`config.mk`:
```
export PLATFORM = sky130hd
export DESIGN_NAME = pam4_rx_lane_decoder
export DESIGN_NICKNAME = d
export VERILOG_FILES = /design/src/rtl/pam4_rx_lane_decoder.sv
export SDC_FILE = /design/constraint.sdc
export NUM_CORES = 1
export LEC_CHECK = 0
export BUFFER_PORTS_ARGS = -buffer_cell sky130_fd_sc_hd__buf_2
export CAP_MARGIN = 20
export CORE_UTILIZATION = 53
export CTS_CLUSTER_DIAMETER = 120
export DETAILED_ROUTE_END_ITERATION = 12
export PLACE_DENSITY = 0.76
export REMOVE_ABC_BUFFERS = 1
export SYNTH_ARGS = -nofsm -noshare
export SYNTH_HDL_FRONTEND = slang
export SYNTH_SLANG_ARGS = --single-unit
```
`constraint.sdc`:
```
create_clock -name clk -period 4.1 [get_ports clk]
set_clock_uncertainty 0.15 [all_clocks]
set_input_delay 1.025 -clock clk [delete_from_list [all_inputs] [get_ports clk]]
set_output_delay 1.025 -clock clk [all_outputs]
set_load 0.02 [all_outputs]
```
`src/rtl/pam4_rx_lane_decoder.sv`:
```
// Multi-lane PAM4 receive decoder: threshold slicer, optional Gray decode,
// decoded-word FIFO, single-bit valid/ready serialiser and sticky link statistics.
module pam4_rx_lane_decoder #(
  parameter int LANES      = 1,
  parameter int VWIDTH     = 8,
  parameter int FIFO_DEPTH = 16,
  parameter int GRAY_EN    = 1,
  parameter int GUARD      = 4
) (
  input  logic                      clk,
  input  logic                      reset_n,
  input  logic [LANES*VWIDTH-1:0]   voltage_level_in,
  input  logic                      voltage_level_in_valid,
  input  logic [VWIDTH-1:0]         th_low,
  input  logic [VWIDTH-1:0]         th_mid,
  input  logic [VWIDTH-1:0]         th_high,
  input  logic                      clear_stats,
  output logic [2*LANES-1:0]        symbol_out,
  output logic                      symbol_out_valid,
  output logic                      data_out,
  output logic                      data_out_valid,
  input  logic                      data_out_ready,
  output logic                      overflow,
  output logic [15:0]               drop_count,
  output logic [15:0]               margin_count
);

  localparam int WW  = 2 * LANES;
  localparam int AW  = $clog2(FIFO_DEPTH);
  localparam int AW1 = AW + 1;
  localparam int CW  = $clog2(WW);
  localparam int VW1 = VWIDTH + 1;
  localparam logic [VWIDTH:0] GUARD_V  = VW1'(GUARD);
  localparam logic [AW:0]     DEPTH_V  = AW1'(FIFO_DEPTH);
  localparam logic [CW-1:0]   LAST_BIT = CW'(WW - 1);

  typedef enum logic {S_IDLE, S_SHIFT} ser_state_e;

  function automatic logic [1:0] slice_level(input logic [VWIDTH-1:0] v,
                                             input logic [VWIDTH-1:0] tl,
                                             input logic [VWIDTH-1:0] tm,
                                             input logic [VWIDTH-1:0] th);
    if (v < tl) return 2'd0;
    if (v < tm) return 2'd1;
    if (v < th) return 2'd2;
    return 2'd3;
  endfunction

  function automatic logic [1:0] level_to_bits(input logic [1:0] lvl);
    if (GRAY_EN != 0) return {lvl[1], lvl[1] ^ lvl[0]};
    return lvl;
  endfunction

  // Difference taken one bit wider so both directions are representable.
  function automatic logic near_threshold(input logic [VWIDTH-1:0] v,
                                          input logic [VWIDTH-1:0] th);
    logic signed [VWIDTH:0] diff;
    logic        [VWIDTH:0] mag;
    diff = $signed({1'b0, v}) - $signed({1'b0, th});
    mag  = diff[VWIDTH] ? $unsigned(-diff) : $unsigned(diff);
    return (mag < GUARD_V);
  endfunction

  function automatic logic [15:0] sat_inc(input logic [15:0] c);
    return (c == 16'hFFFF) ? c : c + 16'd1;
  endfunction

  logic [WW-1:0]   lvl_d;
  logic [WW-1:0]   bits_d;
  logic            marginal_d;

  logic [WW-1:0]   sym_p1_q;
  logic [WW-1:0]   word_p1_q;
  logic            vld_p1_q;

  logic [WW-1:0]   mem_q [FIFO_DEPTH];
  logic [AW-1:0]   wr_ptr_q, rd_ptr_q;
  logic [AW:0]     count_q, count_d;
  logic            fifo_full, fifo_empty, wr_en, rd_en, drop;

  logic            overflow_q;
  logic [15:0]     drop_q, margin_q;

  ser_state_e      state_q, state_d;
  logic [CW-1:0]   cnt_q, cnt_d;
  logic [WW-1:0]   sword_q, sword_d;
  logic            consume, last_bit, load;

  always_comb begin
    lvl_d      = '0;
    bits_d     = '0;
    marginal_d = 1'b0;
    for (int l = 0; l < LANES; l++) begin
      lvl_d[2*l +: 2]  = slice_level(voltage_level_in[l*VWIDTH +: VWIDTH],
                                     th_low, th_mid, th_high);
      bits_d[2*l +: 2] = level_to_bits(lvl_d[2*l +: 2]);
      if (near_threshold(voltage_level_in[l*VWIDTH +: VWIDTH], th_low) ||
          near_threshold(voltage_level_in[l*VWIDTH +: VWIDTH], th_mid) ||
          near_threshold(voltage_level_in[l*VWIDTH +: VWIDTH], th_high))
        marginal_d = 1'b1;
    end
  end

  // ---- stage p1: sliced levels and decoded word ----
  always_ff @(posedge clk) begin
    if (!reset_n) begin
      vld_p1_q <= 1'b0;
      sym_p1_q <= '0;
    end else begin
      vld_p1_q <= voltage_level_in_valid;
      if (voltage_level_in_valid) sym_p1_q <= lvl_d;
    end
  end

  always_ff @(posedge clk) begin
    if (voltage_level_in_valid) word_p1_q <= bits_d;
  end

  always_ff @(posedge clk) begin
    if (!reset_n)                                    margin_q <= '0;
    else if (clear_stats)                            margin_q <= '0;
    else if (voltage_level_in_valid && marginal_d)   margin_q <= sat_inc(margin_q);
  end

  // ---- stage p2: FIFO write; a read in the same cycle frees the slot ----
  assign fifo_full  = (count_q == DEPTH_V);
  assign fifo_empty = (count_q == '0);
  assign rd_en      = load;
  assign wr_en      = vld_p1_q && (!fifo_full || rd_en);
  assign drop       = vld_p1_q && fifo_full && !rd_en;

  always_comb begin
    count_d = count_q;
    case ({wr_en, rd_en})
      2'b10:   count_d = count_q + AW1'(1);
      2'b01:   count_d = count_q - AW1'(1);
      default: count_d = count_q;
    endcase
  end

  always_ff @(posedge clk) begin
    if (!reset_n) begin
      wr_ptr_q <= '0;
      rd_ptr_q <= '0;
      count_q  <= '0;
    end else begin
      if (wr_en) wr_ptr_q <= wr_ptr_q + AW'(1);
      if (rd_en) rd_ptr_q <= rd_ptr_q + AW'(1);
      count_q <= count_d;
    end
  end

  always_ff @(posedge clk) begin
    if (wr_en) mem_q[wr_ptr_q] <= word_p1_q;
  end

  always_ff @(posedge clk) begin
    if (!reset_n) begin
      overflow_q <= 1'b0;
      drop_q     <= '0;
    end else if (clear_stats) begin
      overflow_q <= 1'b0;
      drop_q     <= '0;
    end else if (drop) begin
      overflow_q <= 1'b1;
      drop_q     <= sat_inc(drop_q);
    end
  end

  // ---- serialiser: reload on the last consumed bit so words run gap-free ----
  assign consume  = (state_q == S_SHIFT) && data_out_ready;
  assign last_bit = (cnt_q == LAST_BIT);
  assign load     = !fifo_empty && ((state_q == S_IDLE) || (consume && last_bit));

  always_comb begin
    state_d = state_q;
    cnt_d   = cnt_q;
    sword_d = sword_q;
    if (load) begin
      state_d = S_SHIFT;
      cnt_d   = '0;
      sword_d = mem_q[rd_ptr_q];
    end else if (consume) begin
      if (last_bit) state_d = S_IDLE;
      else          cnt_d   = cnt_q + CW'(1);
    end
  end

  always_ff @(posedge clk) begin
    if (!reset_n) begin
      state_q <= S_IDLE;
      cnt_q   <= '0;
    end else begin
      state_q <= state_d;
      cnt_q   <= cnt_d;
    end
  end

  always_ff @(posedge clk) begin
    sword_q <= sword_d;
  end

  // Flipping bit 0 of the count walks b1 before b0 within each lane.
  assign data_out_valid   = (state_q == S_SHIFT);
  assign data_out         = data_out_valid & sword_q[cnt_q ^ CW'(1)];
  assign symbol_out       = sym_p1_q;
  assign symbol_out_valid = vld_p1_q;
  assign overflow         = overflow_q;
  assign drop_count       = drop_q;
  assign margin_count     = margin_q;

endmodule

```
==> flow_metrics.py <==
metrics = {
    "cells_and_area": {
        "fillers": 820,
        "layout_commonest_cell": "buf_2",
        "final_nets": 771,
        "layout_common_cells": "buf_2 (73), dfxtp_1 (51), nor2_1 (50), buf_4 (46), nand2_1 (45)",
        "finalNonFillerCells": 834,
        "fin_util_pct": 66.6,
        "area_growth_pct": 20.7,
        "drive_gt1_share_pct": 23.5,
        "diodes": 0,
    },
    "worst_hold_path": {
        "holdCritPathClass": "register to register",
        "min-delay-start": "overflow",
    },
    "placed_design": {
        "port_buffers": 74,
        "dp_cells": 812,
        "dp_hpwl_mm": 9.14,
        "place.gp.congestion": 0.903,
    },
    "power": {
        "p_leak_uw": 0.00271,
        "power.density_nw_per_um2": 377,
        "peakVddDrop_v": 0.000262,
    },
    "logic_synthesis": {
        "synth_cell_types": 62,
        "synth_compound_area_share_pct": 15.1,
        "synthArstFlopShare_pct": 0,
        "synth_simple_gate_area_share_pct": 20.9,
        "netlist_area_um2": 5440,
        "ys.warnings.count": 0,
        "yosys-mux-area-fraction_pct": 6.16,
        "seq_area_frac_synth_pct": 38.6,
        "synth_fa_ha_area_share_pct": 9.29,
        "synthCells": 580,
        "synth_top_family_by_area": "simple AND/OR/NAND/NOR gates",
        "synthFlopType": "dfxtp_1",
        "synth_xor_area_share_pct": 5.47,
        "synth_edf_count": 36,
        "synth_seq_cells": 87,
        "syn_avg_cell_area_um2": 9.38,
    },
    "timing": {
        "layout_min_cycle_time_ns": 4.08,
        "fmax_mhz": 245,
        "maxSlewHeadroom_pct": 23.9,
        "worst_pin_slew_ns": 1.14,
        "hold_violations": 0,
        "finalSetupViolCount": 0,
        "finalMaxSlewViolations": 0,
        "holdWs_ns": 0.299,
        "final.period_utilization_pct": 99.5,
        "rsz0062_at_grt": "yes",
    },
    "floorplan": {
        "start_util_pct": 55.2,
        "die_x_um": 103,
        "rows": 36,
        "die_area_um2": 10700,
        "chipHeight_um": 103,
        "io_pins": 75,
        "core_um2": 9860,
    },
    "worst_setup_path": {
        "reg2reg_depth": 15,
        "critPathCapture": "margin_count[2]",
        "critPathKind": "input pin to register",
        "arrival_ns": 4.20,
        "reg2reg_from": "count_q[1]",
        "crit_path_max_fanout": 7,
        "startpoint_type": "input pin",
        "r2r_slack_ns": 0.94,
        "crit_required_ns": 4.22,
        "endpoint_kind": "register",
        "worstReg2RegEnd": "count_q[4]",
        "cp-startpoint": "voltage_level_in[0]",
    },
    "clock_network": {
        "cts_hold_buf": 0,
        "clk_latency_ns": 0.36,
        "cts_htree_levels": 3,
        "root_buffer": "clkbuf_8",
        "cts_buffer_depth": 2,
        "clock_sinks": 87,
        "numCtsBuffers": 9,
        "cts.clk_slew.worst_paths_ns": 0.08,
        "cts_tree": "done",
    },
    "drt": {
        "drc": 0,
        "drt_iter0_drc": 270,
        "vias_per_cell": 5.63,
        "vias": 4697,
        "wirelength_mm": 12.2,
        "antenna_left": 0,
        "post_drt_wl_per_cell_um": 14.7,
        "dr.pass1.iters": 4,
    },
    "grt": {
        "grt_pass1_wl_mm": 20.0,
        "antenna_found_initial": 0,
        "grt_usage_pct": 24.2,
        "first_global_vias": 4532,
        "overflow": 0,
        "grt_max_degree": 29,
    },
    "run": {
        "maxCapViolCount": 0,
    },
    "outcome": {
        "status": "finished clean",
    },
}
-- flip-flops by register name (all words and copies together), names as in the netlist, 2 cells and up --
signal / cells
wr_ptr_q: 4
sword_q: 2
margin_count: 16
mem_q: 32
count_q: 5
symbol_out: 2
rd_ptr_q: 4
word_p1_q: 2
drop_count: 16
-- how the worst min path moves through the flow --
stage / end / slack (ns) / cells after the start
detailed placement: overflow / 0.29 / 2
global route: overflow / 0.35 / 2
global placement: overflow / 0.28 / 2
CTS: overflow / 0.30 / 2
floorplan: count_q[3] / 0.36 / 2
finish: overflow / 0.30 / 2
-- worst max-delay path, cell delays in order --
cell	delay (ns)
buf_6	0.07
inv_4	0.03
buf_6	0.11
ha_4	0.15
fa_1	0.45
a221o_1	0.30
or3_1	0.39
a211oi_2	0.20
nand4_1	0.14
o221a_2	0.31
a31oi_4	0.25
a211oi_4	0.12
or4_1	0.50
a21oi_1	0.16
-- cells by family (layout without fill, tap and decap cells) --
| logic type | after synthesis | after routing |
|---|---|---|
| adders and majority gates | 38 | 38 |
| muxes | 21 | 21 |
| and+or+nand+nor | 220 | 220 |
| xor gates and xnor gates | 34 | 34 |
| buffers and inverters | 63 | 183 |
| AOI/OAI and AO/OA | 117 | 118 |
| DFF | 87 | 87 |
-- through the flow --
stage / worst slack [ns] / TNS [ns] / area, um^2 / power, uW
CTS: 0.00867 / 0 / 6500 / 2480
finish: 0.0198 / 0 / 6570 / 2480
floorplan: -0.0749 / -0.836 / 5370 / 1630
detailed placement: -0.518 / -7.14 / 6220 / 1890
global route: -0.0910 / -0.563 / 6570 / 2630
global placement: -0.389 / -5.59 / 6220 / 1840
-- cell type report --
class / count / area (um^2) / area share (%)
Tap cell: 133 / 166 / 2.53
Multi-Input combinational cell: 431 / 3200 / 48.8
Timing Repair Buffer: 122 / 744 / 11.3
Clock buffer: 16 / 181 / 2.76
Inverter: 45 / 171 / 2.61
Sequential cell: 87 / 2100 / 32.0
-- metal layers --
metal	GRT usage [%]	routed length, um	part of all wire, %	up-vias
met4	9.75	272	2.2	0
met2	44.7	6280	51	122
met5	0	0	0	-
met1	27.8	5160	42	2214
li1	-	-	-	2333
met3	3.97	528	4.3	28
-- cell usage after synthesis, types with 5 or more instances --
master	n	area share (%)
ha_1	34	7.8
edfxtp_1	36	20
nor3_1	11	1.0
dfxtp_1	51	19
nand3_1	25	2.3
and3_1	6	0.69
nand2b_1	11	1.3
or4_1	13	1.8
o21ai_0	13	1.2
inv_1	45	3.1
nand2_1	45	3.1
o31ai_1	13	1.8
xnor2_1	15	2.4
clkbuf_1	13	0.90
nand4_1	7	0.80
and2_1	14	1.6
nor2_1	50	3.4
nor2b_1	17	2.0
a31oi_1	6	0.69
mux2i_1	11	2.0
or3_1	5	0.57
a21oi_1	32	2.9
mux4_2	10	4.1
xor2_1	19	3.1
-- where the power goes --
group	switching, uW	leakage [uW]	internal, uW
clock	278	0.0000901	276
combinational	447	0.00188	427
sequential	77.7	0.000740	970
total	803	0.00271	1670
-- what timing repair did --
action                     in CTS  in global routing
buffers inserted                4                  1
gates cloned                    1                  0
setup endpoints to repair      14                 16
resized for setup              10                 13
pin swaps                      14                 15
Note: power is estimated with default switching activity, not from simulation.
